===== config.mk =====
export PLATFORM = sky130hd
export DESIGN_NAME = tt_access_ctrl
export DESIGN_NICKNAME = d
export VERILOG_FILES = /design/src/rtl/tt_access_ctrl.sv
export SDC_FILE = /design/constraint.sdc
export NUM_CORES = 1
export LEC_CHECK = 0
export BUFFER_PORTS_ARGS = -buffer_cell sky130_fd_sc_hd__buf_2
export CAP_MARGIN = 20
export CORE_MARGIN = 3
export CORE_UTILIZATION = 30
export CTS_CLUSTER_SIZE = 25
export DETAILED_ROUTE_END_ITERATION = 7
export PLACE_DENSITY = 0.67
export SYNTH_ARGS = -nofsm -noshare
export SYNTH_HDL_FRONTEND = slang
export SYNTH_SLANG_ARGS = --single-unit

===== constraint.sdc =====
create_clock -name clk -period 1.9 [get_ports clk]
set_input_delay 0.38 -clock clk [delete_from_list [all_inputs] [get_ports clk]]
set_output_delay 0.38 -clock clk [all_outputs]
set_load 0.01 [all_outputs]

===== src/rtl/tt_access_ctrl.sv =====
// tt_access_ctrl: round-robin A/B front end for a 2**N x W table.
// Optional zero sweep after reset and on clr is enabled by TT_CLEAR_EN.
module tt_access_ctrl #(
  parameter int N = 12,
  parameter int W = 16
) (
  input  logic         clk,
  input  logic         rst,
  input  logic         clr,
  input  logic         a_req,
  input  logic         a_we,
  input  logic [N-1:0] a_addr,
  input  logic [W-1:0] a_wdata,
  input  logic         b_req,
  input  logic         b_we,
  input  logic [N-1:0] b_addr,
  input  logic [W-1:0] b_wdata,
  output logic         a_gnt,
  output logic         b_gnt,
  output logic         a_rvalid,
  output logic         b_rvalid,
  output logic [W-1:0] a_rdata,
  output logic [W-1:0] b_rdata,
  output logic         tbl_rd_req,
  output logic         tbl_wr_req,
  output logic [N-1:0] tbl_rd_addr,
  output logic [N-1:0] tbl_wr_addr,
  output logic [W-1:0] tbl_wr_data,
  input  logic [W-1:0] tbl_rd_data,
  output logic         busy
);

  logic         in_clr;
  logic [N-1:0] clr_addr;

`ifdef TT_CLEAR_EN
  typedef enum logic {
    S_RUN,
    S_CLEAR
  } state_t;

  state_t       state, state_nx;
  logic [N-1:0] cnt, cnt_nx;

  always_ff @(posedge clk or posedge rst) begin
    if (rst) begin
      state <= S_CLEAR;
      cnt   <= '0;
    end else begin
      state <= state_nx;
      cnt   <= cnt_nx;
    end
  end

  // cnt wraps to 0 on the last sweep address
  always_comb begin
    state_nx = state;
    cnt_nx   = cnt;
    unique case (state)
      S_CLEAR: begin
        cnt_nx = cnt + 1'b1;
        if (cnt == '1)
          state_nx = S_RUN;
      end
      S_RUN: begin
        if (clr) begin
          state_nx = S_CLEAR;
          cnt_nx   = '0;
        end
      end
      default: ;
    endcase
  end

  assign in_clr   = (state == S_CLEAR);
  assign clr_addr = cnt;
`else
  logic unused_clr;
  assign unused_clr = clr;
  assign in_clr     = 1'b0;
  assign clr_addr   = '0;
`endif

  logic prio_a;
  logic run_ok;
  logic rd_b;
  logic rv2;
  logic rv2_b;

  assign run_ok = ~rst & ~in_clr;
  assign a_gnt  = run_ok & a_req & (~b_req | prio_a);
  assign b_gnt  = run_ok & b_req & (~a_req | ~prio_a);
  assign busy   = in_clr;

  logic         rd_nx;
  logic         wr_nx;
  logic         rd_b_nx;
  logic [N-1:0] rd_addr_nx;
  logic [N-1:0] wr_addr_nx;
  logic [W-1:0] wr_data_nx;

  always_comb begin
    rd_nx      = 1'b0;
    wr_nx      = 1'b0;
    rd_b_nx    = rd_b;
    rd_addr_nx = tbl_rd_addr;
    wr_addr_nx = tbl_wr_addr;
    wr_data_nx = tbl_wr_data;
    unique case (1'b1)
      a_gnt: begin
        wr_nx      = a_we;
        rd_nx      = ~a_we;
        rd_b_nx    = 1'b0;
        rd_addr_nx = a_addr;
        wr_addr_nx = a_addr;
        wr_data_nx = a_wdata;
      end
      b_gnt: begin
        wr_nx      = b_we;
        rd_nx      = ~b_we;
        rd_b_nx    = 1'b1;
        rd_addr_nx = b_addr;
        wr_addr_nx = b_addr;
        wr_data_nx = b_wdata;
      end
      in_clr: begin
        wr_nx      = 1'b1;
        wr_addr_nx = clr_addr;
        wr_data_nx = '0;
      end
      default: ;
    endcase
  end

  // tbl_rd_req is read-pipe stage 1; rv2 lines up with tbl_rd_data
  always_ff @(posedge clk or posedge rst) begin
    if (rst) begin
      tbl_rd_req  <= 1'b0;
      tbl_wr_req  <= 1'b0;
      tbl_rd_addr <= '0;
      tbl_wr_addr <= '0;
      tbl_wr_data <= '0;
      rd_b        <= 1'b0;
      rv2         <= 1'b0;
      rv2_b       <= 1'b0;
      prio_a      <= 1'b1;
    end else begin
      tbl_rd_req  <= rd_nx;
      tbl_wr_req  <= wr_nx;
      tbl_rd_addr <= rd_addr_nx;
      tbl_wr_addr <= wr_addr_nx;
      tbl_wr_data <= wr_data_nx;
      rd_b        <= rd_b_nx;
      rv2         <= tbl_rd_req;
      rv2_b       <= rd_b;
      if (a_gnt)
        prio_a <= 1'b0;
      else if (b_gnt)
        prio_a <= 1'b1;
    end
  end

  assign a_rvalid = rv2 & ~rv2_b;
  assign b_rvalid = rv2 & rv2_b;
  assign a_rdata  = tbl_rd_data;
  assign b_rdata  = tbl_rd_data;

endmodule


==> metrics.log <==
INFO  metric outcome = finished clean
INFO  metric number_of_violations_reported_at_the_end_of_detailed_routing_iteration_0 = 55
INFO  metric cellInternalPower = 1.44 mW
INFO  metric gpl.final_weighted_congestion = 0.686
INFO  metric grt_start_max_net_pins = 57
INFO  metric setup_viol = 0
INFO  metric distinct_cells_synth = 21
INFO  metric timing.setup.critical_path_class = flop to output port
INFO  metric cts_htree_levels = 2
INFO  metric yosysSeqAreaShare = 43.5%
INFO  metric tritoncts.num_buffers = 5
INFO  metric finalWorstSetupSlack = 0.239 ns
INFO  metric via_per_inst = 4.84
INFO  metric path_cells = nand2b_1, nand3_1, inv_1, buf_2
INFO  metric syn_nets = 306
INFO  metric cts_hold_buf = 0
INFO  metric groute.layer.met2.usage = 22.3%
INFO  metric grt_overflow = 0
INFO  metric grt.met1_usage = 16.2%
INFO  metric io-pin-count = 158
INFO  metric drc_errors = 0
INFO  metric synth-xor-area-share = 0%
INFO  metric syn-instance-count = 227
INFO  metric grt_pass1_wl = 8010 um
INFO  metric p_per_area = 888 nW/um^2
INFO  metric post_synth_and_or_nand_nor_area_fraction = 15.6%
INFO  metric crit_fanout = 5
INFO  metric static-leakage-power = 1.09 nW
INFO  metric worst-r2r-cell-count = 4
INFO  metric drt-wirelength-per-cell = 13.5 um
INFO  metric power_switching_share = 30.2%
INFO  metric family_with_the_most_delay_on_the_worst_path = flip-flops
INFO  metric placeableCoreArea = 6130 um^2
INFO  metric clock_sinks = 34
INFO  metric dpl.hpwl = 3470 um
INFO  metric clock_input_transition_at_the_sequential_cells_of_the_worst_setup_and_hold_paths = 0.08 ns
INFO  metric cp_slowest_stage_delay = 0.56 ns
INFO  metric initial_core_utilization = 31.9%
INFO  metric setup_tns = 0 ns
INFO  metric synthesis.area = 1960 um^2
INFO  metric postSynthAreaPerCell = 8.62 um^2
INFO  metric finClkSkew = 0.00638 ns
INFO  metric cts_repair_resize_count = 0
INFO  metric synth.yosys.warnings = 0
INFO  metric max_cap_violations = 0
INFO  metric synth_seq_cells = 34
INFO  metric dp.cells = 353
INFO  metric cp_num_buf_inv = 2
INFO  metric worst_path_max_delay_cell = sky130_fd_sc_hd__dfstp_2
INFO  metric grt.met3_usage = 2.38%
INFO  metric combPwrFrac = 25.1%
INFO  metric type_of_element_capturing_the_critical_path = output port
INFO  metric via_count_of_the_first_global_routing_pass = 1644
INFO  metric ant_nets = 0
INFO  metric post_layout_nonfiller_instances = 361
INFO  metric worst_ir_drop_vdd = 0.000316 V
INFO  metric route.vias.total = 1747
INFO  metric floorplan.die.height = 86.8 um
INFO  metric grt.total_usage = 13.3%
INFO  metric final_min_period_over_clock_period = 87.4%
INFO  metric finalPower = 2.07 mW
INFO  metric chipWidth = 86.8 um
INFO  metric timing.critical_path.depth = 4
INFO  metric largest_family_of_logic_cells_by_synthesized_area = buffers and inverters
INFO  metric post_synthesis_compound_gate_area_fraction = 18.2%
INFO  metric power.clock.fraction = 32.0%
INFO  metric final_period_minus_worst_setup_slack = 1.66 ns
INFO  metric detailed_place.area = 2210 um^2
INFO  metric cts_root_buffer = sky130_fd_sc_hd__clkbuf_8
INFO  metric final_core_util = 38.0%
INFO  metric setup.worst_path.start_class = flop
INFO  metric multiplexer_share_of_the_synthesized_area = 0%
INFO  metric place_ws = 0.474 ns
INFO  metric num_rows = 28
INFO  metric grt_busiest_layer = met2
INFO  metric hold_violations = 0
INFO  metric timing.hold.worst.class = primary input to asynchronous set/reset pin
INFO  metric share_seq_of_total_power = 42.9%
INFO  metric worstSkewPairLatency = 0.28 ns
INFO  metric n_diodes = 0
INFO  metric post_route_cells_drive_above_1_share = 43.4%
INFO  metric synth_adder_area_share = 0%
INFO  metric timing.critical_path.required = 1.52 ns
INFO  metric port-buffer-count = 107
INFO  metric initial_antenna_violation_count = 0
INFO  metric achievable-frequency = 602 MHz
INFO  metric detailedRoute.firstPassIterationCount = 4
INFO  metric holdWs = 0.239 ns
INFO  metric drt-total-wl = 4880 um
INFO  metric cts_post_setup_buffers_inserted = 0
INFO  metric tritoncts = built
INFO  metric floorplan.die_area = 7530 um^2
INFO  metric timing_max_transition_violations_final = 0
INFO  metric grt_setup_unrepaired = no
INFO  metric clockBufferDepth = 2
INFO  metric worstPathArrival = 1.28 ns
INFO  metric area.growth.synth_to_final = 18.9%
INFO  metric nNetsFinal = 364
INFO  metric netSwitchingPower = 625 uW
INFO  metric finish.instance_area = 2330 um^2
final timing paths:
kind	from	endpoint	slack [ns]
hold / removal	rst	tbl_wr_addr[11]	0.24
hold reg to reg	tbl_rd_req	rv2	0.38
max in group asynchronous	rst	prio_a	1.33
setup reg to reg	prio_a	tbl_wr_data[13]	0.49
min in group clk	a_we	tbl_rd_req	0.29
setup / recovery	prio_a	a_gnt	0.24
logic make-up after synthesis:
| family | count (synthesis) |
|---|---|
| AND/OR/NAND/NOR | 67 |
| buffers and inverters | 64 |
| other | 1 |
| flip-flops | 34 |
| AO/OA/AOI/OAI | 61 |
tightest hold or removal path, stage by stage:
cell and delay, ns:
sky130_fd_sc_hd__buf_2 0.12, sky130_fd_sc_hd__inv_1 0.07, sky130_fd_sc_hd__buf_4 0.38
synth_stat cells:
master	number	share of area [%]
sky130_fd_sc_hd__a31oi_1	28	9.0
sky130_fd_sc_hd__o21ba_2	1	0.51
sky130_fd_sc_hd__nand2b_1	3	0.96
sky130_fd_sc_hd__o21ai_0	23	5.9
sky130_fd_sc_hd__a22o_1	1	0.45
sky130_fd_sc_hd__o32ai_1	1	0.45
sky130_fd_sc_hd__buf_2	7	1.8
sky130_fd_sc_hd__nand2_1	2	0.38
sky130_fd_sc_hd__buf_4	50	19
sky130_fd_sc_hd__nor2_1	29	5.6
sky130_fd_sc_hd__inv_1	2	0.38
sky130_fd_sc_hd__clkbuf_1	2	0.38
sky130_fd_sc_hd__dfstp_2	1	1.3
sky130_fd_sc_hd__dfrtp_1	33	42
sky130_fd_sc_hd__a21o_1	1	0.38
sky130_fd_sc_hd__and2_1	2	0.64
sky130_fd_sc_hd__nand3_1	29	7.4
sky130_fd_sc_hd__clkbuf_2	3	0.77
sky130_fd_sc_hd__o21ai_1	6	1.5
sky130_fd_sc_hd__nor2b_1	2	0.64
sky130_fd_sc_hd__conb_1	1	0.19
state kept, by name, summed over array words and instances, names as in the netlist:
name and flops:
rv2_b 1, rv2 1, tbl_wr_req 1, rd_b 1, tbl_wr_data 16, tbl_rd_req 1
prio_a 1, tbl_wr_addr 12
placed cells by master (no fill, tap or decap):
cell and instances:
sky130_fd_sc_hd__a31oi_1 28, sky130_fd_sc_hd__clkbuf_8 5, sky130_fd_sc_hd__conb_1 1, sky130_fd_sc_hd__nor2_1 29, sky130_fd_sc_hd__dfrtp_1 33, sky130_fd_sc_hd__clkinvlp_4 2, sky130_fd_sc_hd__o21ai_1 6, sky130_fd_sc_hd__nor2b_1 1
sky130_fd_sc_hd__buf_12 1, sky130_fd_sc_hd__bufinv_16 1, sky130_fd_sc_hd__buf_2 107, sky130_fd_sc_hd__a22o_1 1, sky130_fd_sc_hd__nand3_1 29, sky130_fd_sc_hd__dfstp_2 1, sky130_fd_sc_hd__a21o_1 1, sky130_fd_sc_hd__and2_1 2
sky130_fd_sc_hd__inv_1 2, sky130_fd_sc_hd__o21ai_0 23, sky130_fd_sc_hd__nand2_1 2, sky130_fd_sc_hd__o32ai_1 1, sky130_fd_sc_hd__nor2b_2 1, sky130_fd_sc_hd__o21ba_2 1, sky130_fd_sc_hd__nand2b_1 3, sky130_fd_sc_hd__buf_4 5
power by group through the flow:
stage	sequential [mW]	clock, mW	combinational (mW)
2_1_floorplan	0.941	0	0.359
3_3_place_gp	0.895	0	0.521
3_5_place_dp	0.901	0	0.528
4_1_cts	0.887	0.697	0.528
5_1_grt	0.901	0.733	0.585
6_report	0.886	0.662	0.519
layer usage:
metal	routed length, um	vias up	share of wire [%]
met5	0	-	0
li1	-	853	-
met1	1960	796	40
met2	2340	80	48
met3	428	18	8.8
met4	152	0	3.1
cell type report:
cell class              instances  area (um^2)
multi-input cells             129          667
flip-flops and latches         34          852
fillers                       645         3800
clock buffers                   5         68.8
clock inverters                 3         45.0
repair buffers                113          593
inverters                       2         7.51
well taps                      75         93.8
(Power assumes the default switching activity.)
